===== src/rtl/cnn_layer_accel_weight_seq_ctrl.sv =====
// rtl/cnn_layer_accel_weight_seq_ctrl.sv - weight sequence table read controller
//
// Walks table addresses base..last once per pass, for cfg_num_passes+1 passes,
// issuing one read per cycle that adv is high. seq_valid/seq_last follow the
// read enable through a C_RD_LATENCY-deep shift register so they line up with
// the table data.
//
// Ports:
//   clk, rst         clock, synchronous active-high reset
//   start, abort     begin a sequence (IDLE only) / cancel it (RUN, DRAIN)
//   cfg_base_addr    first address of a pass
//   cfg_last_addr    last address of a pass, inclusive
//   cfg_num_passes   number of passes minus one
//   adv              consumer ready; gates each read
//   rdAddr, rden     registered table read address / enable
//   seq_valid        table output valid, aligned to table data
//   seq_last         final entry of the final pass, aligned to seq_valid
//   busy, done       sequence in progress / one-cycle completion pulse
//   cfg_err          sticky illegal-configuration flag
module cnn_layer_accel_weight_seq_ctrl #(
  parameter int C_NUM_SEQ_VALUES = 64,
  parameter int C_RDADDR_WIDTH   = $clog2(C_NUM_SEQ_VALUES),
  parameter int C_RD_LATENCY     = 1,
  parameter int C_PASS_WIDTH     = 16
) (
  input  logic                      clk,
  input  logic                      rst,
  input  logic                      start,
  input  logic                      abort,
  input  logic [C_RDADDR_WIDTH-1:0] cfg_base_addr,
  input  logic [C_RDADDR_WIDTH-1:0] cfg_last_addr,
  input  logic [C_PASS_WIDTH-1:0]   cfg_num_passes,
  input  logic                      adv,
  output logic [C_RDADDR_WIDTH-1:0] rdAddr,
  output logic                      rden,
  output logic                      seq_valid,
  output logic                      seq_last,
  output logic                      busy,
  output logic                      done,
  output logic                      cfg_err
);

  typedef enum logic [1:0] {S_IDLE, S_RUN, S_DRAIN, S_DONE} state_t;

  localparam logic [31:0] LAST_MAX = 32'(C_NUM_SEQ_VALUES - 1);
  localparam logic [2:0]  DRAIN_END = 3'(C_RD_LATENCY);

  state_t                    state, state_nxt;
  logic [C_RDADDR_WIDTH-1:0] base_q, last_q, addr_q;
  logic [C_PASS_WIDTH-1:0]   npass_q, pass_q;
  logic [2:0]                dcnt_q;
  logic                      rlast_q;
  logic [C_RD_LATENCY-1:0]   vpipe_q, lpipe_q;

  logic cfg_ok, issue, at_last, final_rd, drain_end;

  assign cfg_ok    = (cfg_base_addr <= cfg_last_addr) && (32'(cfg_last_addr) <= LAST_MAX);
  // abort outranks adv, so a cancelled cycle never issues a read
  assign issue     = (state == S_RUN) && adv && !abort;
  assign at_last   = (addr_q == last_q);
  assign final_rd  = at_last && (pass_q == npass_q);
  // DRAIN holds until the final entry has emerged from the pipeline, so the
  // DONE cycle falls immediately after the seq_last cycle
  assign drain_end = (dcnt_q == DRAIN_END);

  // state register
  always_ff @(posedge clk) begin
    if (rst) state <= S_IDLE;
    else     state <= state_nxt;
  end

  // next-state logic
  always_comb begin
    state_nxt = state;
    case (state)
      S_IDLE:  if (start && cfg_ok) state_nxt = S_RUN;
      S_RUN: begin
        if (abort)                  state_nxt = S_IDLE;
        else if (issue && final_rd) state_nxt = S_DRAIN;
      end
      S_DRAIN: begin
        if (abort)          state_nxt = S_IDLE;
        else if (drain_end) state_nxt = S_DONE;
      end
      S_DONE:  state_nxt = S_IDLE;
      default: state_nxt = S_IDLE;
    endcase
  end

  // state-decoded outputs
  always_comb begin
    busy = (state == S_RUN) || (state == S_DRAIN);
    done = (state == S_DONE);
  end

  // config, counters and read port
  always_ff @(posedge clk) begin
    if (rst) begin
      base_q  <= '0;
      last_q  <= '0;
      npass_q <= '0;
      addr_q  <= '0;
      pass_q  <= '0;
      rdAddr  <= '0;
      rden    <= 1'b0;
      rlast_q <= 1'b0;
      cfg_err <= 1'b0;
      dcnt_q  <= '0;
    end else begin
      rden    <= 1'b0;
      rlast_q <= 1'b0;
      dcnt_q  <= (state == S_DRAIN) ? dcnt_q + 3'd1 : 3'd0;
      if (state == S_IDLE && start) begin
        if (cfg_ok) begin
          base_q  <= cfg_base_addr;
          last_q  <= cfg_last_addr;
          npass_q <= cfg_num_passes;
          addr_q  <= cfg_base_addr;
          pass_q  <= '0;
          cfg_err <= 1'b0;
        end else begin
          cfg_err <= 1'b1;
        end
      end
      if (issue) begin
        rden    <= 1'b1;
        rdAddr  <= addr_q;
        rlast_q <= final_rd;
        if (at_last) begin
          addr_q <= base_q;
          pass_q <= pass_q + 1'b1;
        end else begin
          addr_q <= addr_q + 1'b1;
        end
      end
    end
  end

  // valid/last delay line matching the table read latency
  always_ff @(posedge clk) begin
    if (rst || (abort && busy)) begin
      vpipe_q <= '0;
      lpipe_q <= '0;
    end else begin
      vpipe_q[0] <= rden;
      lpipe_q[0] <= rlast_q;
      for (int i = 1; i < C_RD_LATENCY; i++) begin
        vpipe_q[i] <= vpipe_q[i-1];
        lpipe_q[i] <= lpipe_q[i-1];
      end
    end
  end

  assign seq_valid = vpipe_q[C_RD_LATENCY-1];
  assign seq_last  = lpipe_q[C_RD_LATENCY-1];

endmodule


===== config.mk =====
export PLATFORM = sky130hd
export DESIGN_NAME = cnn_layer_accel_weight_seq_ctrl
export DESIGN_NICKNAME = d
export VERILOG_FILES = /design/src/rtl/cnn_layer_accel_weight_seq_ctrl.sv
export SDC_FILE = /design/constraint.sdc
export NUM_CORES = 1
export LEC_CHECK = 0
export ABC_AREA = 1
export BUFFER_PORTS_ARGS = -buffer_cell sky130_fd_sc_hd__buf_2
export CORE_UTILIZATION = 58
export DETAILED_ROUTE_END_ITERATION = 10
export PLACE_DENSITY = 0.8
export SLEW_MARGIN = 10
export SYNTH_ARGS = -nofsm -noshare
export SYNTH_HDL_FRONTEND = slang
export SYNTH_SLANG_ARGS = --single-unit

===== constraint.sdc =====
create_clock -name clk -period 1.9 [get_ports clk]
set_input_delay 0.38 -clock clk [delete_from_list [all_inputs] [get_ports clk]]
set_output_delay 0.38 -clock clk [all_outputs]
set_load 0.02 [all_outputs]

# Word-level counts from Yosys, hierarchy flattened
# Index checks and enable logic that the tools add are counted.
[word_totals]
ff_bits = 66
inputBits = 33
output_inout_bits = 12
word_cells = 62
[op_classes]
n_eq_ne = 9
bitwise_logic = 2
reduce_logical = 18
mux = 16
add_sub_neg = 3
n_lt_le_gt_ge = 1
[op_table]
columns = ["op", "n"]
rows = [
  ["two-way mux 16 bit", 4],
  ["two-way mux 6 bit", 4],
  ["adder 16 x 1 -> 16 bit (second input constant)", 1],
  ["equality test 16 bit", 1],
  ["two-way mux 2 bit", 5],
  ["case mux 2 bit (4 select lines)", 1],
  ["logical AND 1 bit", 7],
  ["adder 6 x 1 -> 6 bit (second input constant)", 1],
  ["equality test 6 bit", 1],
  ["less-or-equal comparator 6 bit", 1],
  ["inequality test 3 bit (second input constant)", 2],
  ["equality test 2 bit (second input constant)", 2],
  ["AND reduction 2 bit", 2],
  ["nonzero test 2 bit", 2],
  ["OR reduction 2 bit", 2],
  ["adder 3 x 1 -> 3 bit (second input constant)", 1],
  ["equality test 3 x 1 -> 1 bit (second input constant)", 1],
  ["AND reduction 3 bit", 1],
  ["equality test 2 x 1 -> 1 bit (second input constant)", 1],
  ["zero test 2 bit", 1],
  ["logical OR 1 bit", 2],
  ["two-way mux 1 bit", 2],
  ["inequality test 2 bit (second input constant)", 1],
  ["inverter 1 bit", 2],
  ["zero test 1 bit", 1],
]

# Longest topological paths before layout
# Gate-level depths: netlist of the first run.
[depth]
ltp_word = 7
mapped_depth = 15
ltp_nobuf = 15

# Worst setup path before layout of the first run
# OpenSTA, ideal clock, no wires.
[synth_timing]
path_type = "input port to flip-flop"
start = "in cfg_last_addr[5]"
end = "reg base_q[2]"
path_slack_ps = 166
path_stages = 12
setup_time_ps = 71
arrival_time_ps = 1663
n_path_buf = 2
t_required_ps = 1829
path_cell_list = "inv_1 -> ha_1 -> nand2_1 -> nor2_1 -> nand2_1 -> nand3_1 -> nand2_1 -> nand2_1 -> buf_4 -> buf_2 -> nand2_1 -> a21oi_1"
[synth_between]
elab_chain_len = 2
[synth_lines]
columns = ["item", "line_no", "source"]
rows = [
  ["from (decl)", "31", "input logic [C_RDADDR_WIDTH-1:0] cfg_last_addr,"],
  ["less-or-equal comparator 6 bit", "57", "assign cfg_ok = (cfg_base_addr <= cfg_last_addr) && (32'(cfg_last_addr) <= LAST_MAX);"],
  ["AND reduction 2 bit (no source line)", "--", ""],
  ["to (signal assigned)", "115", "base_q <= cfg_base_addr;"],
  ["to (decl)", "49", "logic [C_RDADDR_WIDTH-1:0] base_q, last_q, addr_q;"],
]
# No other way between the ends.
# A chain may end at the register's enable or synchronous reset.

# Final worst setup path of the first run
[layout_timing]
start = "reg addr_q[1]"
end = "reg pass_q[11]"
[layout_between]
elab_chain_len = 3
[layout_lines]
columns = ["item", "line_no", "source"]
rows = [
  ["from (decl)", "49", ""],
  ["from (signal assigned)", "118", "addr_q <= cfg_base_addr;"],
  ["from (signal assigned)", "130", "addr_q <= base_q;"],
  ["from (signal assigned)", "133", "addr_q <= addr_q + 1'b1;"],
  ["equality test 6 bit", "60", "assign at_last = (addr_q == last_q);"],
  ["two-way mux 16 bit", "129", "if (at_last) begin"],
  ["two-way mux 16 bit", "125", "if (issue) begin"],
  ["to (signal assigned)", "131", "pass_q <= pass_q + 1'b1;"],
  ["to (decl)", "50", "logic [C_PASS_WIDTH-1:0] npass_q, pass_q;"],
]
# No other way between the ends.

==> run_results.csv, run 1 <==
group,metric,value,unit
yosys,synth_cells,507,
worst_setup_path,crit_path_end_kind,"register",
placed_design,dp_hpwl,5.54,mm
placed_design,place_area,3880,um2
routing,drt_wl_total,7.87,mm
grt,grt_max_degree,43,
sta,slew_headroom,75.7,%
pwr,power_switching,0.00164,W
yosys,ys_warn_count,0,
pwr,total_power,0.00455,W
grt,grt_pass1_wl,13.1,mm
routing,post-route-drc-count,0,
routing,drt-initial-drc-count,176,
worst_setup_path,crit_chain,"inv_2, nand2_1, nand2_1, nor2_1, nand3_4, nor2_8, buf_4, buf_4, nand3_1, nand2_1, nor3_2",
sta,min_period_over_period,92.9,%
routing,drtAntennaViolNets,0,
floorplan,core_area,5640,um2
final_layout,nNetsFinal,619,
sta,maxSlewViolCount,0,
grt,antenna_found_initial,0,
worst_setup_path,critPathArrivalTime,2.00,ns
floorplan,die_h,79.4,um
grt,grt_pass1_vias,3053,
grt,grt_overflow,0,
sta,setup_tns,0,ns
grt,top_usage_layer,"met2",
worst_setup_path,cp_slowest_cell,"dfxtp_1",
routing,route.vias.total,3314,
pwr,p_per_area,1100,nW/um2
flow_run,cap_viol_max_count,0,
worst_setup_path,critPathMostFrequentCell,"nand2_1",
clocking,cts_tree,"done",
pwr,ir_drop,0.822,mV
outcome,status,"completed",
pwr,p_sw_share,36.1,%
yosys,ys_seq_area_share,38.1,%
worst_setup_path,crit_path_start_kind,"register",
yosys,syn-cell-area,3470,um2
floorplan,die_x,79.4,um
pwr,p_int,0.00291,W
routing,drtPass1Iterations,4,
placed_design,io_buffers,44,
yosys,synth_top_flop_cell,"dfxtp_1",
routing,vias_per_cell,5.11,
floorplan,start_util,61.5,%
sta,hold_slack,0.288,ns
clocking,h-tree-depth,3,
yosys,ys_seq_elements,66,
sta,max_freq,567,MHz
grt,use_met1,32.2,%
sta,fin_crit,1.76,ns
worst_setup_path,crit_fanout,8,
sta,finClkSkew,0.00966,ns
placed_design,place.gp.congestion,0.866,
yosys,synth-edff-count,0,
floorplan,die_area,6300,um2
grt,grt_use_met3,5.17,%
yosys,synthDistinctLibCells,30,
routing,wire_per_inst,12.1,um
yosys,async_flop_share,0,%
sta,rsz0062_at_grt,"true",
grt,grt_use_met2,46.5,%
floorplan,ios,45,
sta,tightest_slew,0.362,ns
sta,setup_viol,0,
sta,hold_violations,0,
placed_design,pre_cts_slack,-0.174,ns
final_layout,syn_to_final_growth,19.5,%
worst_setup_path,max_stage_delay,0.40,ns
clocking,cts_inserted_buffers,9,
final_layout,diodes,0,
sta,timing.final.ws_setup,0.135,ns
pwr,p_leak,1.89,nW
clocking,cts_root_buf,"clkbuf_8",
pwr,p_seq_share,38.1,%
clocking,insertion_delay,0.35,ns
pwr,pwr-share-comb,33.6,%
yosys,synth_fp_nets,555,
floorplan,rows,27,
clocking,cts.sinks,66,
final_layout,final_cell_area,4150,um2
clocking,clk_pin_slew,0.07,ns
worst_hold_path,worstHoldPathType,"in2reg",
final_layout,layout-drive-gt1-share,19.8,%
yosys,syn_avg_cell_area,6.85,um2
worst_setup_path,required,2.13,ns
grt,track_usage,27.0,%
pwr,p_clk_share,28.3,%
clocking,cts_buffer_depth,2,
worst_setup_path,path_class,"reg2reg",
[area by class of cell]
class	count	area (um2)
Multi-Input combinational cell	349	1790
Fill cell	427	1490
Sequential cell	66	1330
Timing Repair Buffer	70	444
Inverter	75	288
Clock buffer	15	186
Tap cell	72	90.1
Clock inverter	1	30.0
[sequential cells by signal, summed over array words and instances, names as in the netlist]
| name | flops |
|---|---|
| dcnt_q | 3 |
| state | 2 |
| rdAddr | 6 |
| pass_q | 16 |
| base_q | 6 |
| last_q | 6 |
| cfg_err | 1 |
| rden | 1 |
| seq_valid | 1 |
| addr_q | 6 |
| npass_q | 16 |
| rlast_q | 1 |
| seq_last | 1 |
[cells in the mapped netlist, types with 2 or more instances]
cell type	number	share of area (%)
buf_6	2	0.65
o22ai_1	2	0.36
o21ai_0	42	6.1
nor2_1	58	6.3
xnor2_1	3	0.76
clkbuf_1	10	1.1
buf_2	4	0.58
inv_1	67	7.2
ha_1	15	5.4
a21oi_1	48	6.9
nor3_2	5	1.4
o211ai_1	3	0.65
inv_2	6	0.65
xor2_1	9	2.3
nand3_2	3	0.87
nand3_1	14	2.0
nand2_1	126	14
nor3_1	3	0.43
o31ai_1	4	0.87
o21ai_1	4	0.58
dfxtp_1	66	38
nand4_1	2	0.36
nor2_2	4	0.72
[logic make-up (layout without fill, tap and decap cells)]
kind of cell / Yosys count / after routing / share of synthesized area (%)
AND/OR/NAND/NOR: 218 / 218 / 27.0
AO/OA/AOI/OAI: 104 / 104 / 15.8
buffers and inverters: 92 / 161 / 10.7
flip-flops: 66 / 66 / 38.1
adder cells (fa/ha/maj): 15 / 15 / 5.41
XOR/XNOR: 12 / 12 / 3.03
[placed cells by master (no fill, tap or decap), drive strengths merged, types with 3 or more instances in the layout]
cell / n
xnor2: 3
o211ai: 3
clkbuf: 15
nand2: 127
a21oi: 48
nor2: 63
o31ai: 4
inv: 73
ha: 15
xor2: 9
nor3: 8
nand3: 18
dfxtp: 66
o21ai: 46
buf: 70
[what timing repair did]
| item | in CTS | in global routing |
|---|---|---|
| setup endpoints to repair | 0 | 21 |
| setup buffers | 0 | 4 |
| gates resized for setup | 0 | 8 |
| hold buffers | 0 | 0 |
[through the flow]
stage | util, % | instances
after floorplan | - | 507
after global placement | 68.8 | 628
after detailed placement | 68.8 | 628
after CTS | 72.7 | 644
after global routing | 73.5 | 648
final | 73.5 | 648
[power groups by stage]
stage | clock network, W | registers [W] | logic [W]
finish | 0.00129 | 0.00173 | 0.00153
CTS | 0.00129 | 0.00173 | 0.00151
detailed placement | 0 | 0.00176 | 0.00148
global placement | 0 | 0.00175 | 0.00143
global route | 0.00136 | 0.00176 | 0.00173
floorplan | 0 | 0.00176 | 0.00106
[worst max-delay path, delay by kind of cell, from the launching register on]
kind                   cells  cell delay, ns
flip-flops                 1            0.40
AND/OR/NAND/NOR            8            0.91
buffers and inverters      3            0.33
[worst paths after layout]
| path | from | cells past startpoint | slack, ns | endpoint |
|---|---|---|---|---|
| setup reg to reg | addr_q[1]$_SDFFE_PP0P_ | 11 | 0.14 | pass_q[11]$_SDFF_PP0_ |
| hold / removal | cfg_num_passes[15] | 3 | 0.29 | npass_q[15]$_SDFFE_PP0P_ |
| hold reg to reg | rlast_q$_SDFF_PP0_ | 2 | 0.43 | seq_last$_SDFF_PP0_ |
| setup / recovery | addr_q[1]$_SDFFE_PP0P_ | 11 | 0.14 | pass_q[11]$_SDFF_PP0_ |
[metal layers]
metal	vias to the layer above	part of all wire, %
li1	1727	-
met1	1461	43
met2	111	49
met3	15	5.9
met4	0	2.3
met5	-	0
Note: power is estimated with default switching activity, not from simulation.
==> run 2, diff against run 1 <==
--- a/config.mk
+++ b/config.mk
@@ -9,6 +9,7 @@
 export BUFFER_PORTS_ARGS = -buffer_cell sky130_fd_sc_hd__buf_2
 export CORE_UTILIZATION = 58
 export DETAILED_ROUTE_END_ITERATION = 10
+export GPL_TIMING_DRIVEN = 0
 export PLACE_DENSITY = 0.8
 export SLEW_MARGIN = 10
 export SYNTH_ARGS = -nofsm -noshare
==> run_results.csv, run 2 (synthesis results as in run 1) <==
group,metric,value,unit
outcome,status,"completed",
pwr,total_power,0.00432,W
sta,setup_viol,0,
final_layout,largest_registers,"npass_q x16, pass_q x16",
routing,drtAntennaViolNets,0,
worst_setup_path,crit_path_start_kind,"register",
final_layout,diodes,0,
sta,finClkSkew,0.00588,ns
floorplan,die_x,79.4,um
clocking,cts_inserted_buffers,9,
routing,route.vias.total,3346,
worst_setup_path,crit_fanout,10,
clocking,cts_hold_buf,0,
clocking,cts.sinks,66,
clocking,h-tree-depth,3,
pwr,p_per_area,1070,nW/um2
grt,grt_max_degree,11,
worst_setup_path,critPathArrivalTime,2.00,ns
sta,min_period_over_period,93.4,%
placed_design,pre_cts_slack,-0.387,ns
floorplan,rows,27,
grt,grt_pass1_wl,13.3,mm
final_layout,syn_to_final_growth,16.0,%
flow_run,cap_viol_max_count,0,
grt,grt_pass1_vias,3047,
floorplan,die_area,6300,um2
routing,wire_per_inst,12.5,um
worst_setup_path,required,2.12,ns
sta,hold_violations,0,
floorplan,die_h,79.4,um
sta,timing.final.ws_setup,0.125,ns
routing,vias_per_cell,5.22,
placed_design,io_buffers,43,
routing,drtPass1Iterations,5,
placed_design,place.gp.congestion,0.888,
floorplan,core_area,5640,um2
sta,fin_crit,1.78,ns
routing,post-route-drc-count,0,
routing,drt-initial-drc-count,169,
clocking,cts_root_buf,"clkbuf_8",
clocking,insertion_delay,0.35,ns
floorplan,start_util,61.5,%
final_layout,layout_commonest_cell,"nand2_1",
clocking,clk_pin_slew,0.07,ns
final_layout,nFillCells,470,
grt,track_usage,27.5,%
placed_design,dp_hpwl,5.72,mm
pwr,p_leak,1.85,nW
sta,max_freq,563,MHz
grt,grt_overflow,0,
sta,slew_headroom,64.0,%
worst_setup_path,path_class,"reg2reg",
grt,antenna_found_initial,0,
clocking,cts_buffer_depth,2,
final_layout,nNetsFinal,612,
sta,maxSlewViolCount,0,
worst_hold_path,worstHoldPathType,"in2reg",
sta,tightest_slew,0.540,ns
routing,drt_wl_total,8.04,mm
clocking,cts_tree,"done",
pwr,ir_drop,0.752,mV
final_layout,final_cell_mix,"124 x nand2_1, 67 x inv_1, 61 x dfxtp_1",
final_layout,layout-drive-gt1-share,18.3,%
floorplan,ios,45,
worst_setup_path,crit_path_end_kind,"register",
-- run 2: cell types whose count changed in the layout (fill, tap and decap cells not counted), sizes merged --
cell and change:
clkinv +2, buf -18, inv +1, clkinvlp -1
clkbuf +10, bufinv -1
-- run 2: critical path, cell delays in order (launching register included) --
cell and delay, ns:
dfxtp_1 0.40, inv_2 0.07, nand2_1 0.06, nand2_1 0.05, nor2_1 0.23, nand3_4 0.19
nor2_8 0.21, buf_6 0.17, nand3_1 0.08, o21ai_0 0.14, nor3_2 0.05
-- run 2: final timing paths --
check / slack (ns) / start / end / depth (start not counted)
min: 0.27 / cfg_num_passes[10] / npass_q[10]$_SDFFE_PP0P_ / 3
max: 0.12 / addr_q[1]$_SDFFE_PP0P_ / pass_q[5]$_SDFF_PP0_ / 10
max reg2reg: 0.12 / addr_q[1]$_SDFFE_PP0P_ / pass_q[5]$_SDFF_PP0_ / 10
min reg2reg: 0.42 / rlast_q$_SDFF_PP0_ / seq_last$_SDFF_PP0_ / 2
-- run 2: layer usage --
layer	GRT usage, %	vias up	part of all wire, %
met2	47.8	97	49
li1	-	1715	-
met3	4.83	13	4.1
met5	0	-	0
met1	32.3	1521	45
met4	14.2	0	2.0
-- run 2: where the power goes --
part	total (W)	switching [W]	internal, W	leakage [nW]
Sequential	0.00173	0.000134	0.00159	0.540
Combinational	0.00149	0.000973	0.000513	1.21
Clock	0.00110	0.000522	0.000578	0.0965
Total	0.00432	0.00163	0.00269	1.85
-- run 2: what timing repair did --
action / in CTS / in global routing
setup buffers: 0 / 3
pin swaps: 0 / 3
setup endpoints to repair: 3 / 47
resized for setup: 2 / 23
-- run 2: through the flow --
step | hold WS (ns) | instance area, um2 | TNS [ns] | instances | utilization, %
2_1_floorplan | 0.394 | 3470 | 0 | 507 | -
3_3_place_gp | 0.409 | 3780 | -9.52 | 622 | 66.9
3_5_place_dp | 0.405 | 3780 | -11.53 | 622 | 66.9
4_1_cts | 0.284 | 3970 | 0 | 638 | 70.3
5_1_grt | 0.318 | 4030 | -0.00568 | 641 | 71.4
6_report | 0.272 | 4030 | 0 | 641 | 71.4
-- run 2: area by class of cell --
cell class,instances,area (um2),area share (%)
Clock buffer,14,173,4.29
Tap cell,72,90.1,2.24
Timing Repair Buffer,46,238,5.90
Buffer,17,100,2.49
Sequential cell,66,1330,33.0
Clock inverter,2,10.0,0.249
Multi-Input combinational cell,349,1810,44.8
Inverter,75,284,7.05
